### src/rtl/wb_stage.sv
// wb_stage: MEM/WB pipeline register and write-back formatter (RV32I).
//
// Captures the MEM-stage instruction, formats load data (byte/halfword
// extraction with sign/zero extension), and drives the register-bank write
// triple (rd, RegWrite, C). The same triple goes to the forwarding unit.
// A retired-instruction counter counts each instruction leaving WB once.
//
// Ports:
//   clk, rst        clock, synchronous active-high reset
//   mem_*           instruction fields arriving from the MEM stage
//   stall           hold the WB register contents
//   flush           squash the instruction entering WB (wins over stall)
//   rd/RegWrite/C   register bank write index / enable / data
//   fwd_*           copies of the write triple for WB-to-EX forwarding
//   instret         retired-instruction count, wraps modulo 2^CNT_W
module wb_stage #(
   parameter int XLEN  = 32,
   parameter int CNT_W = 32
) (
   input  logic             clk,
   input  logic             rst,
   input  logic             mem_valid,
   input  logic             mem_reg_write,
   input  logic [4:0]       mem_rd,
   input  logic [1:0]       mem_wb_sel,
   input  logic [2:0]       mem_funct3,
   input  logic [XLEN-1:0]  mem_alu_result,
   input  logic [XLEN-1:0]  mem_load_word,
   input  logic [XLEN-1:0]  mem_pc_plus4,
   input  logic             stall,
   input  logic             flush,
   output logic [4:0]       rd,
   output logic             RegWrite,
   output logic [XLEN-1:0]  C,
   output logic             fwd_valid,
   output logic [4:0]       fwd_rd,
   output logic [XLEN-1:0]  fwd_data,
   output logic [CNT_W-1:0] instret
);

   typedef struct packed {
      logic            valid;
      logic            reg_write;
      logic [4:0]      rd;
      logic [1:0]      wb_sel;
      logic [2:0]      funct3;
      logic [XLEN-1:0] alu_result;
      logic [XLEN-1:0] load_word;
      logic [XLEN-1:0] pc_plus4;
   } wb_req_t;

   wb_req_t st, nxt;

   always_comb begin
      nxt            = '0;
      nxt.valid      = mem_valid;
      nxt.reg_write  = mem_reg_write;
      nxt.rd         = mem_rd;
      nxt.wb_sel     = mem_wb_sel;
      nxt.funct3     = mem_funct3;
      nxt.alu_result = mem_alu_result;
      nxt.load_word  = mem_load_word;
      nxt.pc_plus4   = mem_pc_plus4;
   end

   // The instruction in WB retires on any edge where it leaves the stage:
   // either not stalled, or flushed (flush beats stall, and the squash only
   // applies to the incoming instruction, so the one in WB still counts).
   always_ff @(posedge clk) begin
      if (rst) begin
         st      <= '0;
         instret <= '0;
      end else begin
         if (st.valid && (!stall || flush))
            instret <= instret + CNT_W'(1);
         if (flush)
            st.valid <= 1'b0;
         else if (!stall)
            st <= nxt;
      end
   end

   // Load formatting: little-endian lanes, offset from the effective address.
   logic [7:0]      ld_byte;
   logic [15:0]     ld_half;
   logic [XLEN-1:0] ld_data;
   logic [XLEN-1:0] wb_data;

   always_comb begin
      case (st.alu_result[1:0])
         2'd0:    ld_byte = st.load_word[7:0];
         2'd1:    ld_byte = st.load_word[15:8];
         2'd2:    ld_byte = st.load_word[23:16];
         default: ld_byte = st.load_word[31:24];
      endcase
      // Halfword select ignores address bit 0 (misaligned halves not split).
      ld_half = st.alu_result[1] ? st.load_word[31:16] : st.load_word[15:0];
      case (st.funct3)
         3'b000:  ld_data = {{24{ld_byte[7]}}, ld_byte};
         3'b100:  ld_data = {24'd0, ld_byte};
         3'b001:  ld_data = {{16{ld_half[15]}}, ld_half};
         3'b101:  ld_data = {16'd0, ld_half};
         default: ld_data = st.load_word;
      endcase
   end

   always_comb begin
      case (st.wb_sel)
         2'b01:   wb_data = ld_data;
         2'b10:   wb_data = st.pc_plus4;
         default: wb_data = st.alu_result;   // 00 and reserved 11
      endcase
   end

   // x0 is never written or forwarded.
   assign rd        = st.rd;
   assign RegWrite  = st.valid & st.reg_write & (st.rd != 5'd0);
   assign C         = wb_data;
   assign fwd_valid = RegWrite;
   assign fwd_rd    = st.rd;
   assign fwd_data  = wb_data;

endmodule

### config.mk
export PLATFORM = sky130hd
export DESIGN_NAME = wb_stage
export DESIGN_NICKNAME = d
export VERILOG_FILES = /design/src/rtl/wb_stage.sv
export SDC_FILE = /design/constraint.sdc
export NUM_CORES = 1
export LEC_CHECK = 0
export BUFFER_PORTS_ARGS = -buffer_cell sky130_fd_sc_hd__buf_2
export CAP_MARGIN = 20
export CORE_MARGIN = 2
export CORE_UTILIZATION = 51
export CTS_CLUSTER_SIZE = 30
export DETAILED_ROUTE_END_ITERATION = 10
export PLACE_DENSITY = 0.8
export SETUP_SLACK_MARGIN = 0.4
export SYNTH_ARGS = -nofsm -noshare
export SYNTH_HDL_FRONTEND = slang
export SYNTH_SLANG_ARGS = --single-unit
### constraint.sdc
create_clock -name clk -period 2.65 [get_ports clk]
set_input_delay 0.265 -clock clk [delete_from_list [all_inputs] [get_ports clk]]
set_output_delay 0.265 -clock clk [all_outputs]
set_load 0.01 [all_outputs]
==> results.toml, run 1 <==
[critical_path]
crit_type = "register to output pin"
timing.rr.start = "st[107]"
reg2reg_slack_ns = 0.58
crit_chain = "mux4_2 > a21o_4 > o221ai_2 > o211ai_1 > buf_2"
required_ns = 2.38
critPathLaunch = "st[55]"
startpoint_type = "register"
crit_family = "compound AO/OA/AOI/OAI gates"
r2r-end = "instret[15]"
crit_buf_inv = 1
reg2regPathDepth = 5
critical_path_peak_fanout = 8
worst_setup_path_end_kind = "output pin"
arrival_ns = 2.05
max_stage_delay_ns = 0.50
cp_slowest_cell = "mux4_2"

[routing]
drtPass1Iterations = 6
drtAntennaViolNets = 0
avgRoutedWirePerCell_um = 16.2
vias_per_cell = 5.60
wirelength_mm = 20.3
drtIter0Drc = 604
dr_total_vias = 7018
route.detailed.drc = 0

[grt]
antenna_found_initial = 3
grt_overflow = 0
grt-busiest-layer = "met2"
use_met1_pct = 34.4
use_met3_pct = 7.38
grt_max_degree = 68
first_global_vias = 6405
track_usage_pct = 27.9
grt_util_met2_pct = 46.8
grt_first_pass_wirelength_mm = 31.6

[pwr]
p_per_area_nw_per_um2 = 601
finalPower_mw = 5.38
p_leak_nw = 3.59
vdd_drop_max_uv = 399

[cells_and_area]
final_cell_mix = "256 x nand2_1, 218 x buf_2, 134 x dfxtp_1, 132 x a21oi_1, 33 x nor2_1"
layout_commonest_cell = "nand2_1"
nets = 1177
fin_area_um2 = 8950
area_growth_pct = 31.6
drive_above_1_share_pct = 34.1
final.fill_count = 1085

[floorplanning]
die_area_um2 = 14300
die_h_um = 119
start_util_pct = 51.8
core_um2 = 13100
chipWidth_um = 119
io_pins = 220
num_rows = 42

[timing]
tns_ns = 0
slew_violations = 0
worst_slew_pin_slew_ns = 0.589
fmax_mhz = 432
fin_crit_ns = 2.31
hold_violations = 0
setup_viol = 0
relSlewSlack_pct = 60.7
clock-skew-final_ns = 0.00302
rsz0062_at_grt = "true"
post-route-period-util_pct = 87.3

[outcome]
status = "completed"

[cts]
clk_pin_slew_worst_paths_ns = 0.06
hold_buffers = 0
cts_sinks = 140
clockRootBuffer = "clkbuf_16"
clockBufferDepth = 2
numCtsBuffers = 17
cts_max_level = 4
cts_tree = "built"
clk_latency_ns = 0.42

[hold_path]
min_from = "mem_load_word[7]"
hold_path_depth = 3
min_path_type = "input pin to register"
whs_endpoint = "st[39]"

[yosys]
yosysWarnings = 0
synth_edf_count = 0
syn_avg_cell_area_um2 = 7.54
mappedNetlistArea_um2 = 6800
yosysSeqAreaShare_pct = 41.2
ys.flop_type = "dfxtp_1"
syn-num-nets = 1017
synth_cells = 902
async_flop_share_pct = 0
ys_ff_latch = 140
ys_types = 48

[placement]
place_hpwl_mm = 13.8
gp_congestion = 0.945
place_area_um2 = 7760
portBuffers = 219

[job]
maxCapViolCount = 0
sequential cells by signal, summed over array words and instances (netlist names):
| name | flops |
|---|---|
| st | 103 |
| fwd_rd | 5 |
| instret | 32 |
tightest hold or removal path, stage by stage:
cell	delay, ns
buf_2	0.09
nand2_1	0.04
a21oi_1	0.05
kinds of logic after synthesis:
| family | Yosys count | share of synthesized area (%) |
|---|---|---|
| buf+inv | 119 | 9.11 |
| mux | 20 | 3.42 |
| simple gates | 386 | 25.3 |
| flops | 140 | 41.2 |
| compound gates | 227 | 19.5 |
| fa+ha+maj | 3 | 0.552 |
| xor+xnor | 7 | 0.902 |
stage by stage:
stage / instances / util, % / hold slack [ns] / setup WS [ns]
after floorplan: 902 / - / 0.344 / 0.571
after global placement: 1207 / 59.1 / 0.441 / 0.497
after detailed placement: 1207 / 59.1 / 0.446 / 0.448
after CTS: 1250 / 66.3 / 0.0628 / 0.328
after global routing: 1254 / 68.1 / 0.0654 / 0.290
final: 1254 / 68.1 / 0.0718 / 0.337
layout make-up:
type                            instances  area, um2  share of cell area [%]
Multi-Input combinational cell        643       3800                    42.5
Sequential cell                       140       2820                    31.5
Timing Repair Buffer                  251       1460                    16.3
Clock buffer                           25        495                    5.54
Tap cell                              176        220                    2.46
Clock inverter                          7        110                    1.23
Inverter                                9       37.5                   0.419
Antenna cell                            3       7.51                  0.0839
synth_stat cells (all sizes together) (4+ instances only):
library cell	instances	area, um2
a211o	6	52.6
a21oi	136	681
a22oi	16	120
a31oi	17	106
and2	4	25.0
and3b	6	52.6
and4	4	35.0
buf	55	379
clkbuf	55	206
dfxtp	140	2800
inv	8	30.0
mux2	16	180
nand2	257	967
nand3	14	75.1
nand4	6	37.5
nor2	36	135
nor2b	14	90.1
nor4	11	81.3
o21ai	20	100
o221ai	14	123
o31ai	10	75.1
or3	14	87.6
or4	10	75.1
xnor2	4	35.0
how the worst max path moves through the flow:
stage / end / slack, ns / cells after the start
2_1_floorplan: fwd_data[16] / 0.57 / 5
5_1_grt: C[14] / 0.29 / 5
3_5_place_dp: fwd_data[15] / 0.45 / 5
6_report: fwd_data[15] / 0.34 / 5
4_1_cts: fwd_data[15] / 0.33 / 5
3_3_place_gp: C[15] / 0.50 / 5
metal layers:
layer / part of all wire [%] / wire length (um)
met4: 1.9 / 388
met1: 42 / 8440
met3: 7.8 / 1580
met2: 49 / 9840
met5: 0 / 0
repair_timing:
action / in CTS / in global routing
setup buffers: 9 / 1
gates resized for setup: 53 / 51
setup endpoints to repair: 64 / 64
pin swaps: 12 / 13
gates cloned: 2 / 0
where the power goes:
group,leakage (nW),switching [mW],internal [mW]
logic,2.14,0.398,0.291
registers,1.14,0.0693,2.18
clock network,0.301,0.866,1.57
(Power assumes the default switching activity.)
==> run 2, diff against run 1 <==
- PLACE_DENSITY: 0.8 -> not set
- PLACE_DENSITY_LB_ADDON: not set -> 0.25
==> run 2 against run 1 <==
First-iteration DRC count increased by 5.0%. Combinational power increased by 8.1%. Hold slack got worse by 0.0018 ns. Fmax decreased by 1.5%. Via count decreased by 1.2%. Critical endpoint unchanged. Clock-buffer cell count decreased by 4. Power increased by 6.7%. Critical path type unchanged. Largest cell class unchanged. Clock power increased by 12%. Cell area increased by 2.3%.
==> results.toml, run 2 (synthesis results as in run 1) <==
[cts]
numCtsBuffers = 17
cts_sinks = 140
cts_max_level = 4
clk_latency_ns = 0.43
clk_pin_slew_worst_paths_ns = 0.06
clockRootBuffer = "clkbuf_16"
clockBufferDepth = 2
hold_buffers = 0
cts_tree = "built"

[cells_and_area]
layout_commonest_cell = "nand2_1"
final_cell_mix = "256 x nand2_1, 210 x buf_2, 134 x dfxtp_1, 127 x a21oi_1, 34 x nor2_1"
drive_above_1_share_pct = 34.7
largest-register = "st"
area_growth_pct = 34.7
largest_reg_flops = 103
final.fill_count = 1103
final_cells = 1253
nets = 1178

[pwr]
p_per_area_nw_per_um2 = 626
vdd_drop_max_uv = 431
p_leak_nw = 3.66

[floorplanning]
io_pins = 220
num_rows = 42
die_area_um2 = 14300
chipWidth_um = 119
die_h_um = 119
core_um2 = 13100
start_util_pct = 51.8

[critical_path]
arrival_ns = 2.08
reg2reg_slack_ns = 0.61
timing.rr.start = "instret[0]"
r2r-end = "instret[22]"
crit_chain = "mux4_2 > a21o_4 > o221ai_2 > o211ai_1 > buf_2"
critical_path_peak_fanout = 8
crit_type = "register to output pin"
cp_slowest_cell = "mux4_2"
max_stage_delay_ns = 0.51
startpoint_type = "register"
required_ns = 2.38
critPathLaunch = "st[64]"
reg2regPathDepth = 5
crit_path_end = "fwd_data[15]"
worst_setup_path_end_kind = "output pin"

[routing]
route.detailed.drc = 0
drtPass1Iterations = 5
wirelength_mm = 20.4
drtAntennaViolNets = 0
dr_total_vias = 6933
avgRoutedWirePerCell_um = 16.3
drtIter0Drc = 634
vias_per_cell = 5.53

[hold_path]
min_path_type = "input pin to register"
min_from = "mem_pc_plus4[2]"

[timing]
worst_slew_pin_slew_ns = 0.642
fin_ws_ns = 0.302
fmax_mhz = 426
fin_hold_ws_ns = 0.0700
rsz0062_at_grt = "true"
hold_violations = 0
slew_violations = 0
fin_crit_ns = 2.35
tns_ns = 0
setup_viol = 0
post-route-period-util_pct = 88.6
clock-skew-final_ns = 0.00544
relSlewSlack_pct = 57.2

[placement]
gp_congestion = 0.948
place_hpwl_mm = 13.4
dpl_worst_slack_ns = 0.386
portBuffers = 219
dp.cells = 1205

[grt]
antenna_found_initial = 1
first_global_vias = 6318
grt_util_met2_pct = 45.3
grt_overflow = 0
use_met1_pct = 35.9
grt_max_degree = 92
grt-busiest-layer = "met2"
track_usage_pct = 28.0
use_met3_pct = 6.56
grt_first_pass_wirelength_mm = 31.6

[outcome]
status = "completed"

[job]
maxCapViolCount = 0
[run 2: per-stage QoR]
stage	power, mW	instance area (um2)	util [%]
2_1_floorplan	2.67	6800	-
3_3_place_gp	2.87	7720	58.8
3_5_place_dp	2.88	7720	58.8
4_1_cts	5.68	8810	67.1
5_1_grt	5.94	9160	69.7
6_report	5.74	9160	69.7
[run 2: critical path, delay by kind of cell (launching register included)]
family                 cells  cell delay (ns)
buffers and inverters      1             0.18
DFF                        1             0.36
AOI/OAI and AO/OA          3             0.62
muxes                      1             0.51
[run 2: worst min path at each step]
stage	to	slack, ns	cells after the start
2_1_floorplan	st[107]	0.34	1
3_3_place_gp	st[33]	0.44	2
3_5_place_dp	st[33]	0.45	2
4_1_cts	st[69]	0.06	3
5_1_grt	st[69]	0.07	3
6_report	st[2]	0.07	3
[run 2: cell type report]
| class | count | area (um2) | area share (%) |
|---|---|---|---|
| tap | 176 | 220 | 2.40 |
| timing repair buffer | 252 | 1520 | 16.6 |
| inverter | 9 | 45.0 | 0.492 |
| multi-input combinational | 643 | 3870 | 42.2 |
| sequential | 140 | 2820 | 30.8 |
| antenna | 1 | 2.50 | 0.0273 |
| clock inverter | 11 | 213 | 2.32 |
| clock buffer | 21 | 470 | 5.14 |
[run 2: timing repair]
action,CTS,global route
endpoints found under the setup margin,64,68
resized for setup,63,60
pin swaps,15,23
cloned,3,1
buffers inserted,6,5
[run 2: routing by layer]
layer | wire length [um] | part of all wire, %
met1 | 8650 | 42
met2 | 9780 | 48
met3 | 1350 | 6.6
met4 | 635 | 3.1
met5 | 0 | 0
[run 2: power breakdown]
| group | switching, mW | internal [mW] |
|---|---|---|
| Sequential | 0.0683 | 2.18 |
| Combinational | 0.420 | 0.324 |
| Clock | 0.905 | 1.84 |
| Total | 1.39 | 4.34 |
